## config.mk

```make
export PLATFORM = sky130hd
export DESIGN_NAME = cache_line_fill_flat
export DESIGN_NICKNAME = d
export VERILOG_FILES = /design/src/rtl/cache_line_fill_if.sv /design/src/rtl/cache_line_fill.sv /design/src/flat_wrapper.sv
export SDC_FILE = /design/constraint.sdc
export NUM_CORES = 1
export LEC_CHECK = 0
export ABC_AREA = 1
export BUFFER_PORTS_ARGS = -buffer_cell sky130_fd_sc_hd__buf_2
export CELL_PAD_IN_SITES_DETAIL_PLACEMENT = 1
export CELL_PAD_IN_SITES_GLOBAL_PLACEMENT = 2
export CORE_ASPECT_RATIO = 1.25
export CORE_MARGIN = 2
export CORE_UTILIZATION = 29
export CTS_BUF_LIST = sky130_fd_sc_hd__clkbuf_16
export DETAILED_ROUTE_END_ITERATION = 8
export PLACE_DENSITY = 0.85
export SYNTH_ARGS = -nofsm -noshare
export SYNTH_HDL_FRONTEND = slang
export SYNTH_SLANG_ARGS = --single-unit
export TNS_END_PERCENT = 10
```

## constraint.sdc

```tcl
create_clock -name clock -period 2.8 [get_ports clock]
set_clock_uncertainty 0.05 [all_clocks]
set_input_delay 0.14 -clock clock [delete_from_list [all_inputs] [get_ports clock]]
set_output_delay 0.14 -clock clock [all_outputs]
set_load 0.01 [all_outputs]
```

## src/rtl/cache_line_fill_if.sv

```systemverilog
// cache_line_fill_if: bundles the request, SDRAM burst and cache-RAM write-port
// signals of cache_line_fill.
//   master : fill requester / SDRAM side (drives req, req_addr, abort,
//            sdram_valid, sdram_data; observes the fill outputs)
//   slave  : the line-fill engine itself
// Parameters depth/width must match the cache_line_fill instance using it.
interface cache_line_fill_if #(
  parameter int unsigned depth = 8,
  parameter int unsigned width = 32
);
  logic             req;
  logic [depth-1:0] req_addr;
  logic             abort;
  logic             sdram_valid;
  logic [width-1:0] sdram_data;
  logic             busy;
  logic             ram_wren;
  logic [depth-1:0] ram_address;
  logic [width-1:0] ram_data;
  logic             crit_valid;
  logic [width-1:0] crit_data;
  logic             done;

  modport master (
    output req, req_addr, abort, sdram_valid, sdram_data,
    input  busy, ram_wren, ram_address, ram_data, crit_valid, crit_data, done
  );

  modport slave (
    input  req, req_addr, abort, sdram_valid, sdram_data,
    output busy, ram_wren, ram_address, ram_data, crit_valid, crit_data, done
  );
endinterface

```

## src/rtl/cache_line_fill.sv

```systemverilog
// cache_line_fill: writes one cache line into the cache data RAM from an SDRAM
// burst delivered critical-word-first. The requested word address is latched;
// each accepted burst word is written one cycle later at {base, offset}, where
// offset wraps inside the line. The critical (first) word is flagged with
// crit_valid/crit_data and the last word with done.
// Ports:
//   clock, reset          : rising-edge clock, async active-high reset
//   bus (slave modport)   : req/req_addr/abort, sdram_valid/sdram_data in;
//                           busy, ram_wren/ram_address/ram_data,
//                           crit_valid/crit_data, done out (all registered)
module cache_line_fill #(
  parameter int unsigned depth    = 8,
  parameter int unsigned width    = 32,
  parameter int unsigned linebits = 2
) (
  input logic               clock,
  input logic               reset,
  cache_line_fill_if.slave  bus
);

  typedef enum logic [0:0] {StIdle, StFill} state_e;

  localparam int unsigned BaseBits = depth - linebits;

  // Count value of the final word of the line (2^linebits - 1).
  localparam logic [linebits:0]   CountLast = {1'b0, {linebits{1'b1}}};
  localparam logic [linebits:0]   CountOne  = 1;
  localparam logic [linebits-1:0] OffsetOne = 1;

  state_e              state_q, state_d;
  logic [BaseBits-1:0] base_q, base_d;
  logic [linebits-1:0] offset_q, offset_d;
  logic [linebits:0]   count_q, count_d;

  logic                busy_q, busy_d;
  logic                wren_q, wren_d;
  logic [depth-1:0]    addr_q, addr_d;
  logic [width-1:0]    data_q, data_d;
  logic                crit_valid_q, crit_valid_d;
  logic [width-1:0]    crit_data_q, crit_data_d;
  logic                done_q, done_d;

  always_comb begin
    state_d      = state_q;
    base_d       = base_q;
    offset_d     = offset_q;
    count_d      = count_q;
    wren_d       = 1'b0;
    addr_d       = addr_q;
    data_d       = data_q;
    crit_valid_d = 1'b0;
    crit_data_d  = crit_data_q;
    done_d       = 1'b0;

    unique case (state_q)
      StIdle: begin
        // sdram_valid is deliberately ignored here, including in the req cycle.
        if (bus.req) begin
          state_d  = StFill;
          base_d   = bus.req_addr[depth-1:linebits];
          offset_d = bus.req_addr[linebits-1:0];
          count_d  = '0;
        end
      end
      StFill: begin
        if (bus.abort) begin
          // Any word arriving with abort is dropped.
          state_d = StIdle;
        end else if (bus.sdram_valid) begin
          wren_d   = 1'b1;
          addr_d   = {base_q, offset_q};
          data_d   = bus.sdram_data;
          offset_d = offset_q + OffsetOne;  // wraps within the line
          count_d  = count_q + CountOne;
          if (count_q == '0) begin
            crit_valid_d = 1'b1;
            crit_data_d  = bus.sdram_data;
          end
          if (count_q == CountLast) begin
            done_d  = 1'b1;
            state_d = StIdle;
          end
        end
      end
      default: state_d = StIdle;
    endcase

    busy_d = (state_d == StFill);
  end

  always_ff @(posedge clock or posedge reset) begin
    if (reset) begin
      state_q      <= StIdle;
      base_q       <= '0;
      offset_q     <= '0;
      count_q      <= '0;
      busy_q       <= 1'b0;
      wren_q       <= 1'b0;
      addr_q       <= '0;
      data_q       <= '0;
      crit_valid_q <= 1'b0;
      crit_data_q  <= '0;
      done_q       <= 1'b0;
    end else begin
      state_q      <= state_d;
      base_q       <= base_d;
      offset_q     <= offset_d;
      count_q      <= count_d;
      busy_q       <= busy_d;
      wren_q       <= wren_d;
      addr_q       <= addr_d;
      data_q       <= data_d;
      crit_valid_q <= crit_valid_d;
      crit_data_q  <= crit_data_d;
      done_q       <= done_d;
    end
  end

  assign bus.busy        = busy_q;
  assign bus.ram_wren    = wren_q;
  assign bus.ram_address = addr_q;
  assign bus.ram_data    = data_q;
  assign bus.crit_valid  = crit_valid_q;
  assign bus.crit_data   = crit_data_q;
  assign bus.done        = done_q;

endmodule

```

## src/flat_wrapper.sv

```systemverilog
// flat-port wrapper written by rule: the top's interface ports become plain ports
module cache_line_fill_flat 
#(
  parameter int unsigned depth    = 8,
  parameter int unsigned width    = 32,
  parameter int unsigned linebits = 2
)
  (clock, reset, bus_req, bus_req_addr, bus_abort, bus_sdram_valid, bus_sdram_data, bus_busy, bus_ram_wren, bus_ram_address, bus_ram_data, bus_crit_valid, bus_crit_data, bus_done);
  cache_line_fill_if #(.depth(depth), .width(width)) bus_i ();
  input logic clock;
  input logic reset;
  input wire logic [$bits(bus_i.req)-1:0] bus_req;
  input wire logic [$bits(bus_i.req_addr)-1:0] bus_req_addr;
  input wire logic [$bits(bus_i.abort)-1:0] bus_abort;
  input wire logic [$bits(bus_i.sdram_valid)-1:0] bus_sdram_valid;
  input wire logic [$bits(bus_i.sdram_data)-1:0] bus_sdram_data;
  output wire logic [$bits(bus_i.busy)-1:0] bus_busy;
  output wire logic [$bits(bus_i.ram_wren)-1:0] bus_ram_wren;
  output wire logic [$bits(bus_i.ram_address)-1:0] bus_ram_address;
  output wire logic [$bits(bus_i.ram_data)-1:0] bus_ram_data;
  output wire logic [$bits(bus_i.crit_valid)-1:0] bus_crit_valid;
  output wire logic [$bits(bus_i.crit_data)-1:0] bus_crit_data;
  output wire logic [$bits(bus_i.done)-1:0] bus_done;
  assign bus_i.req = bus_req;
  assign bus_i.req_addr = bus_req_addr;
  assign bus_i.abort = bus_abort;
  assign bus_i.sdram_valid = bus_sdram_valid;
  assign bus_i.sdram_data = bus_sdram_data;
  assign bus_busy = bus_i.busy;
  assign bus_ram_wren = bus_i.ram_wren;
  assign bus_ram_address = bus_i.ram_address;
  assign bus_ram_data = bus_i.ram_data;
  assign bus_crit_valid = bus_i.crit_valid;
  assign bus_crit_data = bus_i.crit_data;
  assign bus_done = bus_i.done;
  cache_line_fill #(.depth(depth), .width(width), .linebits(linebits)) u_core (.clock(clock), .reset(reset), .bus(bus_i));
endmodule
```

==> summary.md <==
| Metric | Value |
|---|---|
| Status | `finished clean` |
| Setup TNS | `0 ps` |
| Post-synthesis sequential area ratio | `63.1%` |
| Initial Util | `about 30%` |
| Highest attainable clock frequency | `0.568 GHz` |
| Global route overflow | `0` |
| WL met2 | `4.81 mm` |
| Largest net degree at the start of global routing | `53` |
| Worst setup path class | `primary input to flop` |
| Root buf cell | `clkbuf_16` |
| Setup slack, reg-to-reg | `1050 ps` |
| IO Count | `between 100 and 150` |
| Mapped Area | `about 3500 um^2` |
| Hold Violations, Final | `0` |
| Pleak | `between 2 and 3 nW` |
| Dpl hpwl | `6.51 mm` |
| Maximum VDD drop | `~0.38 mV` |
| Highest metal used | `met4` |
| CTS tree | `done` |
| Layout Area Growth over Synthesis | `40.1%` |
| First-pass GRT wire length | `between 15 and 20 mm` |
| Vias | `around 3000` |
| Die Area | `between 10000 and 15000 um^2` |
| Post-synth top area share | `63.1%` |
| Total GRT Usage | `between 10% and 20%` |
| Total of max-cap violations | `0` |
| Synthesis-stage register bit count | `a little under 90` |
| Placed insts | `between 600 and 700` |
| Die span in x | `around 100 um` |
| Initial antenna violation count | `0` |
| H-tree depth | `3` |
| DRT antenna net count | `0` |
| Clock-pin transition on the worst setup and hold timing paths | `roughly 60 ps` |
| Die height | `~130 um` |
| Tcrit/Tclk final | `about 63%` |
| Clock buffer depth | `2` |
| Cell area after layout | `between 4000 and 5000 um^2` |
| Vias in the first global route | `3266` |
| Synth top area cells | `dfrtp_1, nand2_1, o21ai_0, buf_6, o21ai_1` |
| Final nets | `roughly 580` |
| RSZ-0062 raised after global routing | `false` |
| Critical path arrival | `1980 ps` |
| Cell taking the most area after synthesis | `dfrtp_1` |
| Finish-stage setup viols | `0` |
| First-pass DRT Iterations | `4` |
| Crit start category | `primary input` |
| DRC Markers | `0` |
| Synth Warn # | `0` |
| Slew headroom | `54.9%` |
| Power per cell area | `between 800 and 900 nW/um^2` |
| Non-Filler Instances | `699` |
| Min cycle time layout | `approximately 1800 ps` |
| Pre-CTS setup slack | `between 1000 and 1500 ps` |
| Final worst setup slack | `between 1000 and 1500 ps` |
| Wl on met1 | `around 4.3 mm` |
| Clk Latency, worst-skew pair | `between 300 and 400 ps` |
| Area after DPL | `4170 um^2` |
| Starting DRT DRC Count | `between 40 and 50` |
| Mean Syn Cell Area | `~9.2 um^2` |
| Post-CTS Resized | `0` |
| Antenna Cells | `0` |
| Final Power | `between 4 and 5 mW` |
| WHS | `31.3 ps` |
| CTS Buf Count | `9` |
| Row count | `44` |
| Sink Count | `a little under 90` |
| Vias per cell | `between 4 and 5` |
| Final core occ | `41.6%` |
| Worst-margin pin slew | `675 ps` |
| Layout cells sized above 1 | `a little over a quarter` |
| Hold Crit Class | `primary input to flop` |
| Core Area | `around 12000 um^2` |
| Syn_nets | `422` |
| Final WL | `9.77 mm` |
| Synth cell types | `20` |
| Met3 WL | `480 um` |
| Critical path endpoint category | `flop` |
| Synth Instances | `374` |
| IO Port Bufs | `120` |
| RD Place Congestion | `between 0.7 and 0.8` |
| Critical path peak fanout | `24` |
| Critical Path RT | `just over 3000 ps` |
| DR WL/cell | `around 14 um` |
| Final Max Slew Viols | `0` |
-- metal layers --
metal / up-vias / track usage, %
li1: 1473 / -
met1: 1450 / 20.3
met2: 77 / 25.5
met3: 13 / 3.66
met4: 0 / 6.68
met5: - / 0
-- critical path: stages --
cell           delay (ps)
dlygate4sd3_1         520
buf_2                 130
inv_1                 100
nand3_4               220
nor2_4                320
buf_4                 350
nand2_1               100
nand2_1                90
-- cells in the final DEF (no fill, tap or decap), types with 2 or more instances in the layout --
cell type	n
buf_2	120
buf_4	6
clkbuf_16	9
clkinv_1	2
clkinvlp_4	3
dfrtp_1	87
dlygate4sd3_1	40
ha_1	3
inv_1	15
nand2_1	192
nand3_1	2
nor2_1	2
o21ai_0	36
o21ai_1	12
-- cell families after synthesis --
family	count (synthesis)	share of synthesized area [%]
compound gates	49	7.14
flops	87	63.1
buf+inv	35	6.13
simple gates	200	22.6
fa+ha+maj	3	1.09
-- Yosys cell counts (all sizes together) --
master / count
nand2: 193
dfrtp: 87
o21ai: 48
buf: 16
inv: 15
clkbuf: 3
ha: 3
nand3: 3
nor2: 3
clkinv: 1
nor3: 1
o22ai: 1
-- flip-flops by register name (all words and copies together) (netlist names) --
signal,count
u_core.base_q,6
u_core.bus.crit_data,32
u_core.bus.crit_valid,1
u_core.bus.done,1
u_core.bus.ram_address,8
u_core.bus.ram_data,32
u_core.bus.ram_wren,1
u_core.count_q,3
u_core.offset_q,2
u_core.state_q,1
-- final timing paths --
check / start / end / cells past startpoint
worst max-delay path: bus_abort / u_core.bus.crit_data[29] / 8
worst min-delay path: bus_req / u_core.state_q / 3
worst max register to register: u_core.state_q / u_core.count_q[0] / 6
worst min register to register: u_core.bus.ram_data[12] / u_core.bus.ram_data[12] / 2
max in group asynchronous: reset / u_core.count_q[0] / 4
min in group asynchronous: reset / u_core.bus.ram_data[21] / 3
-- layout make-up --
| class | count | area [um^2] |
|---|---|---|
| Clock inverter | 7 | 42.5 |
| Sequential cell | 87 | 2180 |
| Multi-Input combinational cell | 252 | 1060 |
| Tap cell | 161 | 201 |
| Clock buffer | 9 | 225 |
| Inverter | 16 | 61.3 |
| Fill cell | 1398 | 6780 |
| Timing Repair Buffer | 167 | 1070 |
-- timing repair --
action | in CTS | in global routing
hold buffers | 40 | 0
endpoints found under the hold margin | 105 | 0
endpoints found under the setup margin | 0 | 0
buffers inserted | 0 | 0
-- where the power goes --
part | leakage, nW | internal, mW | switching [mW]
clock | 0.128 | 0.593 | 0.486
combinational | 1.42 | 0.522 | 0.770
sequential | 1.10 | 1.68 | 0.233
No activity file was read; power rests on OpenSTA's default activity.
